==> src/rtl/update_arbiter.sv <==
// update_arbiter: round-robin, per-frame quota-limited serializer of requester records
// onto one registered valid/ready stream, with sticky overrun flags at tick boundaries.
module update_arbiter #(
    parameter int N     = 3,
    parameter int RW    = 81,
    parameter int QUOTA = 4
) (
    input  logic            clk,
    input  logic            rst,
    input  logic            tick,
    input  logic [N-1:0]    req_valid,
    input  logic [N*RW-1:0] req_data,
    output logic [N-1:0]    req_ready,
    output logic            out_valid,
    output logic [RW-1:0]   out_data,
    output logic [1:0]      out_src,
    input  logic            out_ready,
    output logic [N-1:0]    overrun,
    output logic [7:0]      frame_cnt
);
    typedef enum logic {EMPTY, FULL} state_t;
    state_t       state;
    logic         tick_q, tick_evt, free, gnt;
    logic [1:0]   ptr, win, cand;
    logic [N-1:0] elig;
    logic [3:0]   quota_cnt [N];

    assign tick_evt  = tick ^ tick_q;
    assign free      = state == EMPTY || out_ready;
    assign out_valid = state == FULL;
    assign req_ready = gnt ? N'(1) << win : '0;

    always_comb
        for (int i = 0; i < N; i++)
            elig[i] = rst && req_valid[i] && free && (quota_cnt[i] < 4'(QUOTA) || tick_evt);

    // scan from the farthest candidate back so the one right after ptr wins
    always_comb begin
        gnt  = 1'b0;
        win  = '0;
        cand = '0;
        for (int k = N; k >= 1; k--) begin
            cand = 2'((int'(ptr) + k) % N);
            if (elig[cand]) begin
                gnt = 1'b1;
                win = cand;
            end
        end
    end

    always_ff @(posedge clk or negedge rst) begin
        if (!rst) begin
            state     <= EMPTY;
            out_data  <= '0;
            out_src   <= '0;
            ptr       <= 2'(N - 1);
            tick_q    <= 1'b0;
            overrun   <= '0;
            frame_cnt <= '0;
            for (int i = 0; i < N; i++) quota_cnt[i] <= '0;
        end else begin
            tick_q <= tick;
            if (tick_evt) overrun <= overrun | (req_valid & ~req_ready);
            for (int i = 0; i < N; i++)
                if (gnt && win == 2'(i)) quota_cnt[i] <= tick_evt ? 4'd1 : quota_cnt[i] + 4'd1;
                else if (tick_evt) quota_cnt[i] <= '0;
            if (gnt) begin
                state    <= FULL;
                out_data <= req_data[int'(win)*RW +: RW];
                out_src  <= win;
                ptr      <= win;
            end else if (out_ready) begin
                state <= EMPTY;
            end
            frame_cnt <= tick_evt ? {7'd0, gnt} : frame_cnt + {7'd0, gnt && frame_cnt != 8'hFF};
        end
    end
endmodule

==> config.mk <==
export PLATFORM = sky130hd
export DESIGN_NAME = update_arbiter
export DESIGN_NICKNAME = d
export VERILOG_FILES = /design/src/rtl/update_arbiter.sv
export SDC_FILE = /design/constraint.sdc
export NUM_CORES = 1
export LEC_CHECK = 0
export BUFFER_PORTS_ARGS = -buffer_cell sky130_fd_sc_hd__buf_4
export CAP_MARGIN = 10
export CORE_AREA = 2 2 135 137
export DETAILED_ROUTE_END_ITERATION = 10
export DIE_AREA = 0 0 137 139
export GPL_ROUTABILITY_DRIVEN = 0
export SETUP_SLACK_MARGIN = 0.02
export SLEW_MARGIN = 20
export SYNTH_ARGS = -nofsm -noshare
export SYNTH_HDL_FRONTEND = slang
export SYNTH_SLANG_ARGS = --single-unit
export TNS_END_PERCENT = 5
==> constraint.sdc <==
create_clock -name clk -period 3.1 [get_ports clk]
set_input_delay 0.465 -clock clk [delete_from_list [all_inputs] [get_ports clk]]
set_output_delay 0.465 -clock clk [all_outputs]
set_load 0.01 [all_outputs]
# Word-level counts from Yosys, hierarchy flattened
# Cells that the tools add are included.
[word_totals] inputBits=250 ramBits=0 word_cells=82 latchBits=0 out_inout_bits=98 rom_bits=0 n_memories=0 register_bits=110
[op_classes] n_reduce_logical=22 magnitude_cmp=6 div=3 n_mul=1 mux=23 bitwise=5 shift=2 eq_ne=3 n_addsub=7
[op_table] operator="243-bit by 10-bit variable part select with 81-bit output" n=1
[op_table] operator="32-bit by 3-bit remainder unit with 32-bit output (second input constant)" n=3
[op_table] operator="4-bit 2-to-1 mux" n=7
[op_table] operator="1-bit logical AND" n=13
[op_table] operator="4-bit by 1-bit adder with 4-bit output (second input constant)" n=3
[op_table] operator="4-bit by 3-bit less-than comparator with 1-bit output (second input constant)" n=3
[op_table] operator="2-bit by 3-bit less-than comparator with 1-bit output (second input constant)" n=3
[op_table] operator="2-bit by 7-bit multiplier with 9-bit output (second input constant)" n=1
[op_table] operator="8-bit by 1-bit adder with 8-bit output" n=1
[op_table] operator="1-bit 2-to-1 mux" n=8
[op_table] operator="8-bit 2-to-1 mux" n=1
[op_table] operator="8-bit != test (second input constant)" n=1
[op_table] operator="2-bit nonzero test" n=4
[op_table] operator="2-bit by 2-bit adder with 3-bit output (second input constant)" n=2
[op_table] operator="1-bit binary-select mux with 2-bit select" n=3
[op_table] operator="2-bit 2-to-1 mux" n=3
[op_table] operator="1-bit logical OR" n=4
[op_table] operator="2-bit by 1-bit adder with 3-bit output (second input constant)" n=1
[op_table] operator="3-bit bitwise AND" n=1
[op_table] operator="3-bit 2-to-1 mux" n=1
[op_table] operator="3-bit NOT" n=1
[op_table] operator="3-bit OR" n=1
[op_table] operator="1-bit by 2-bit << shifter with 3-bit output (first input constant)" n=1
[op_table] operator="2-bit by 1-bit == test with 1-bit output (second input constant)" n=1
[op_table] operator="4 further kinds" n=4

# Depth between registers and ports, before layout
[logic_depth] depth_word=14 mapped_depth=15

# Worst setup path after synthesis
# No wires, ideal clock.
[synth_path] path_kind="register to register" from="register ptr[1]" to="register frame_cnt[4]" arrival_ps=2688 path_stages_with_launch=16 setup_time_ps=132 period_less_slack_ps=2820 path_slack_ps=280 cell_sequence="dfstp_2 inv_1 ha_1 buf_1 nand2b_1 nor3_1 a2bb2oi_2 and3_1 buf_4 buf_2 a41oi_1 ha_1 ha_1 nand3_1 xor2_1 nor2_1"
[synth_via] elab_chain_cells=10 elab_cells_between_ends=18 classes_between="add/sub: 4; div: 3; mux: 10; reduce/logical: 1"
[synth_lines] item="start: declaration" line_no="24" source="logic [1:0] ptr, win, cand;"
[synth_lines] item="start signal: assignment" line_no="56" source="ptr <= 2'(N - 1);"
[synth_lines] item="start signal: assignment" line_no="71" source="ptr <= win;"
[synth_lines] item="2-bit by 2-bit adder with 3-bit output" line_no="43" source="cand = 2'((int'(ptr) + k) % N);"
[synth_lines] item="32-bit by 3-bit remainder unit with 32-bit output" line_no="43"
[synth_lines] item="1-bit binary-select mux with 2-bit select" line_no="44" source="if (elig[cand]) begin"
[synth_lines] item="1-bit 2-to-1 mux (implied by the code)" line_no="44"
[synth_lines] item="1-bit 2-to-1 mux (2 in series)" line_no="44"
[synth_lines] item="1-bit 2-to-1 mux *" line_no="44"
[synth_lines] item="1-bit logical AND *" line_no="75" source="frame_cnt <= tick_evt ? {7'd0, gnt} : frame_cnt + {7'd0, gnt && frame_cnt != 8'hFF};"
[synth_lines] item="8-bit by 1-bit adder with 8-bit output *" line_no="75"
[synth_lines] item="8-bit 2-to-1 mux *" line_no="75"
[synth_lines] item="end signal: assignment" line_no="75"
[synth_lines] item="end: declaration" line_no="19" source="output logic [7:0] frame_cnt"
# Mark *: on every way between the ends. The rest lies on a longest branch, timed or not. The select of a mux whose other input is x is not followed.
# A chain may end at the register's enable or synchronous reset.

# Worst setup path after layout
[layout_path] from="register ptr[1]" to="output port req_ready[0]"
[layout_via] elab_chain_cells=9 elab_cells_between_ends=20 classes_between="add/sub: 3; div: 3; shift: 1; mux: 13"
[layout_lines] item="2-bit by 2-bit adder with 3-bit output" line_no="43"
[layout_lines] item="32-bit by 3-bit remainder unit with 32-bit output" line_no="43"
[layout_lines] item="1-bit binary-select mux with 2-bit select" line_no="44"
[layout_lines] item="1-bit 2-to-1 mux (implied by the code)" line_no="44"
[layout_lines] item="2-bit 2-to-1 mux (3 in series)" line_no="44"
[layout_lines] item="1-bit by 2-bit << shifter with 3-bit output" line_no="31" source="assign req_ready = gnt ? N'(1) << win : '0;"
[layout_lines] item="3-bit 2-to-1 mux *" line_no="31"
[layout_lines] item="end: declaration" line_no="13" source="output logic [N-1:0] req_ready,"
# Marked as above.

==> reports/metrics.cfg <==
[logic_synthesis]
yosys.area_share.adder_pct=1.579
synth_nets=813
yosys.cell_types.count=47
synthMuxAreaShare_pct=0.3608
ys_seq_elements=109
synth_xor_area_share_pct=2.007
synth-simple-area-share_pct=13.31
synth_compound_area_share_pct=27.72
ys.flop_type=dfrtp_1
synthesis.area_um2=5548
synthArstFlopShare_pct=100.0
yosysWarnings=0
synth-seq-area-share_pct=49.19
syn_inst=556
synth-edff-count=0
synth_top_family_by_area=compound AO/OA/AOI/OAI gates
syn_avg_cell_area_um2=9.978

[pwr]
p_leak_nw=4.139
clockPowerShare_pct=16.7
seqPwrFrac_pct=31.1
internal-power_mw=4.691
comb_power_share_pct=52.2
p_per_area_nw_per_um2=894.1
ir_drop_mv=0.4454
sw_frac_of_total_pct=39.50
switching_power_mw=3.063

[clocking]
clockBufferDepth=2
cts_sinks=109
htree_levels=3
clk_pin_slew_worst_paths_ns=0.08
cts-buffers-inserted=9
cts_root_buf=clkbuf_16
clk_latency_ns=0.36
cts_tree=yes

[drt]
wire_per_inst_um=18.54
first_pass_iters=5
final_antenna_net_count=0
drc=0
vias=5917
avgViaCountPerCell=5.307
finalWirelength_um=20680
drtIter0Drc=267

[critical_path]
cp.arrival_ns=2.35
end_kind=primary output
cp_max_fo=10
worst-setup-path-type=flip-flop to primary output
required_ns=2.63
critical_path.startpoint_type=flip-flop

[grt]
antenna_found_initial=0
grt_pass1_vias=6201
grt_first_pass_wirelength_um=31910
grt_usage_pct=21.20
grt_overflow=0
grt_max_degree=62

[die]
coreArea_um2=17660
placementRows=49
io_pins=348
die_h_um=139
start_util_pct=31.42
dieArea_um2=19040
die_w_um=137

[final_layout]
drive_gt1_share_pct=45.26
mostFrequentLayoutCells=buf_4 (365), nand2_1 (135), dfrtp_1 (108)
syn_to_final_growth_pct=56.31
final_area_um2=8672
nets=1138
num-fill-cells=1740
n_antenna_cell=0
final_common_cell=buf_4

[job]
maxCapViolCount=0

[sta]
drv_slew=0
setup_viol=0
rsz0062_at_grt=no
fin_crit_ns=2.820
tightest_slew_ns=0.7339
relSlewSlack_pct=51.07
finalCritPeriodShare_pct=90.95
hold_ws_ns=0.1525
fin_tns_setup_ns=0
fmax_mhz=354.7
clock_skew_ns=0.01439
hold_violations=0

[outcome]
status=finished, final reports clean

[placement]
dpl-instance-area_um2=8337
io_buffers=347
dp_hpwl_um=14910

[min_path]
min_path_type=input pin to asynchronous set/reset pin

-- cell usage after synthesis (all sizes together) (6+ instances only) --
cell type  instances  share of area, %
nand3              6              0.54
dfrtp            108                49
nor2              19               1.4
buf               33               4.2
a221o             20               3.6
xor2               6               1.1
a32oi             61               9.6
o22ai             62               7.0
ha                 7               1.6
nand2            136               9.2
clkbuf            21               1.4
a22o              20               3.2
-- flip-flops by register name, indices dropped and copies added, names as in the netlist --
signal / flops
out_data: 81
quota_cnt: 12
frame_cnt: 8
overrun: 3
out_src: 2
out_valid: 1
ptr: 1
tick_q: 1
-- area by class of cell --
cell class                      instances  area, µm²  share of cell area, %
Clock buffer                            9      225.2                  2.597
Clock inverter                          7      105.1                  1.212
Inverter                                3      11.26                 0.1299
Multi-Input combinational cell        390       2515                  29.00
Sequential cell                       109       2729                  31.47
Tap cell                              229      286.5                  3.304
Timing Repair Buffer                  368       2800                  32.29
-- path summary, 6_finish.rpt --
| check | start | to | slack (ns) | cells past startpoint |
|---|---|---|---|---|
| setup / recovery | ptr[1] | req_ready[0] | 0.28 | 6 |
| hold / removal | rst | quota_cnt[8] | 0.15 | 2 |
| setup reg to reg | ptr[1] | frame_cnt[4] | 0.37 | 10 |
| hold reg to reg | overrun[1] | overrun[1] | 0.49 | 1 |
| max in group asynchronous | rst | out_data[28] | 2.37 | 2 |
| min in group clk | tick | tick_q | 0.28 | 1 |
-- repair_timing --
action,4_1_cts,5_1_grt
resized for setup,0,1
buffers inserted,0,0
hold buffers,0,0
setup endpoints to repair,0,1
-- critical path, cell delays in order, from the launching register on --
cell and delay [ns]:
dfstp_2 0.55, inv_1 0.04, ha_1 0.27, and2_1 0.19
a2111oi_1 0.38, o21ba_1 0.37, buf_4 0.20
-- power by group through the flow --
stage / Sequential, mW / Combinational [mW] / Clock, mW
after floorplan: 2.64 / 2.03 / 0
final: 2.41 / 4.05 / 1.30
after global placement: 2.43 / 4.03 / 0
after CTS: 2.41 / 4.08 / 1.33
after global routing: 2.48 / 4.41 / 1.39
after detailed placement: 2.43 / 4.07 / 0
-- metrics by stage --
| stage | setup slack [ns] | power [mW] | util (%) | cells |
|---|---|---|---|---|
| floorplan | 0.2802 | 4.675 | - | 556 |
| detailed placement | 0.3143 | 6.503 | 47.22 | 1099 |
| CTS | 0.2522 | 7.826 | 49.09 | 1115 |
| global placement | 0.4112 | 6.464 | 47.22 | 1099 |
| global route | 0.08811 | 8.285 | 49.11 | 1115 |
| finish | 0.2804 | 7.754 | 49.11 | 1115 |
-- cells by family after synthesis --
logic type / count (synthesis)
AO/OA/AOI/OAI: 191
AND/OR/NAND/NOR: 179
flip-flops: 109
buffers and inverters: 57
XOR/XNOR: 11
adder cells (fa/ha/maj): 7
multiplexers: 2
-- per-layer routing --
layer / up-vias / GRT usage (%) / routed length, µm
li1: 2759 / - / -
met1: 2872 / 25.90 / 8309
met2: 254 / 36.42 / 10340
met3: 32 / 5.117 / 1573
met4: 0 / 6.837 / 450
met5: - / 0 / 0
No activity file was read; power rests on OpenSTA's default activity.
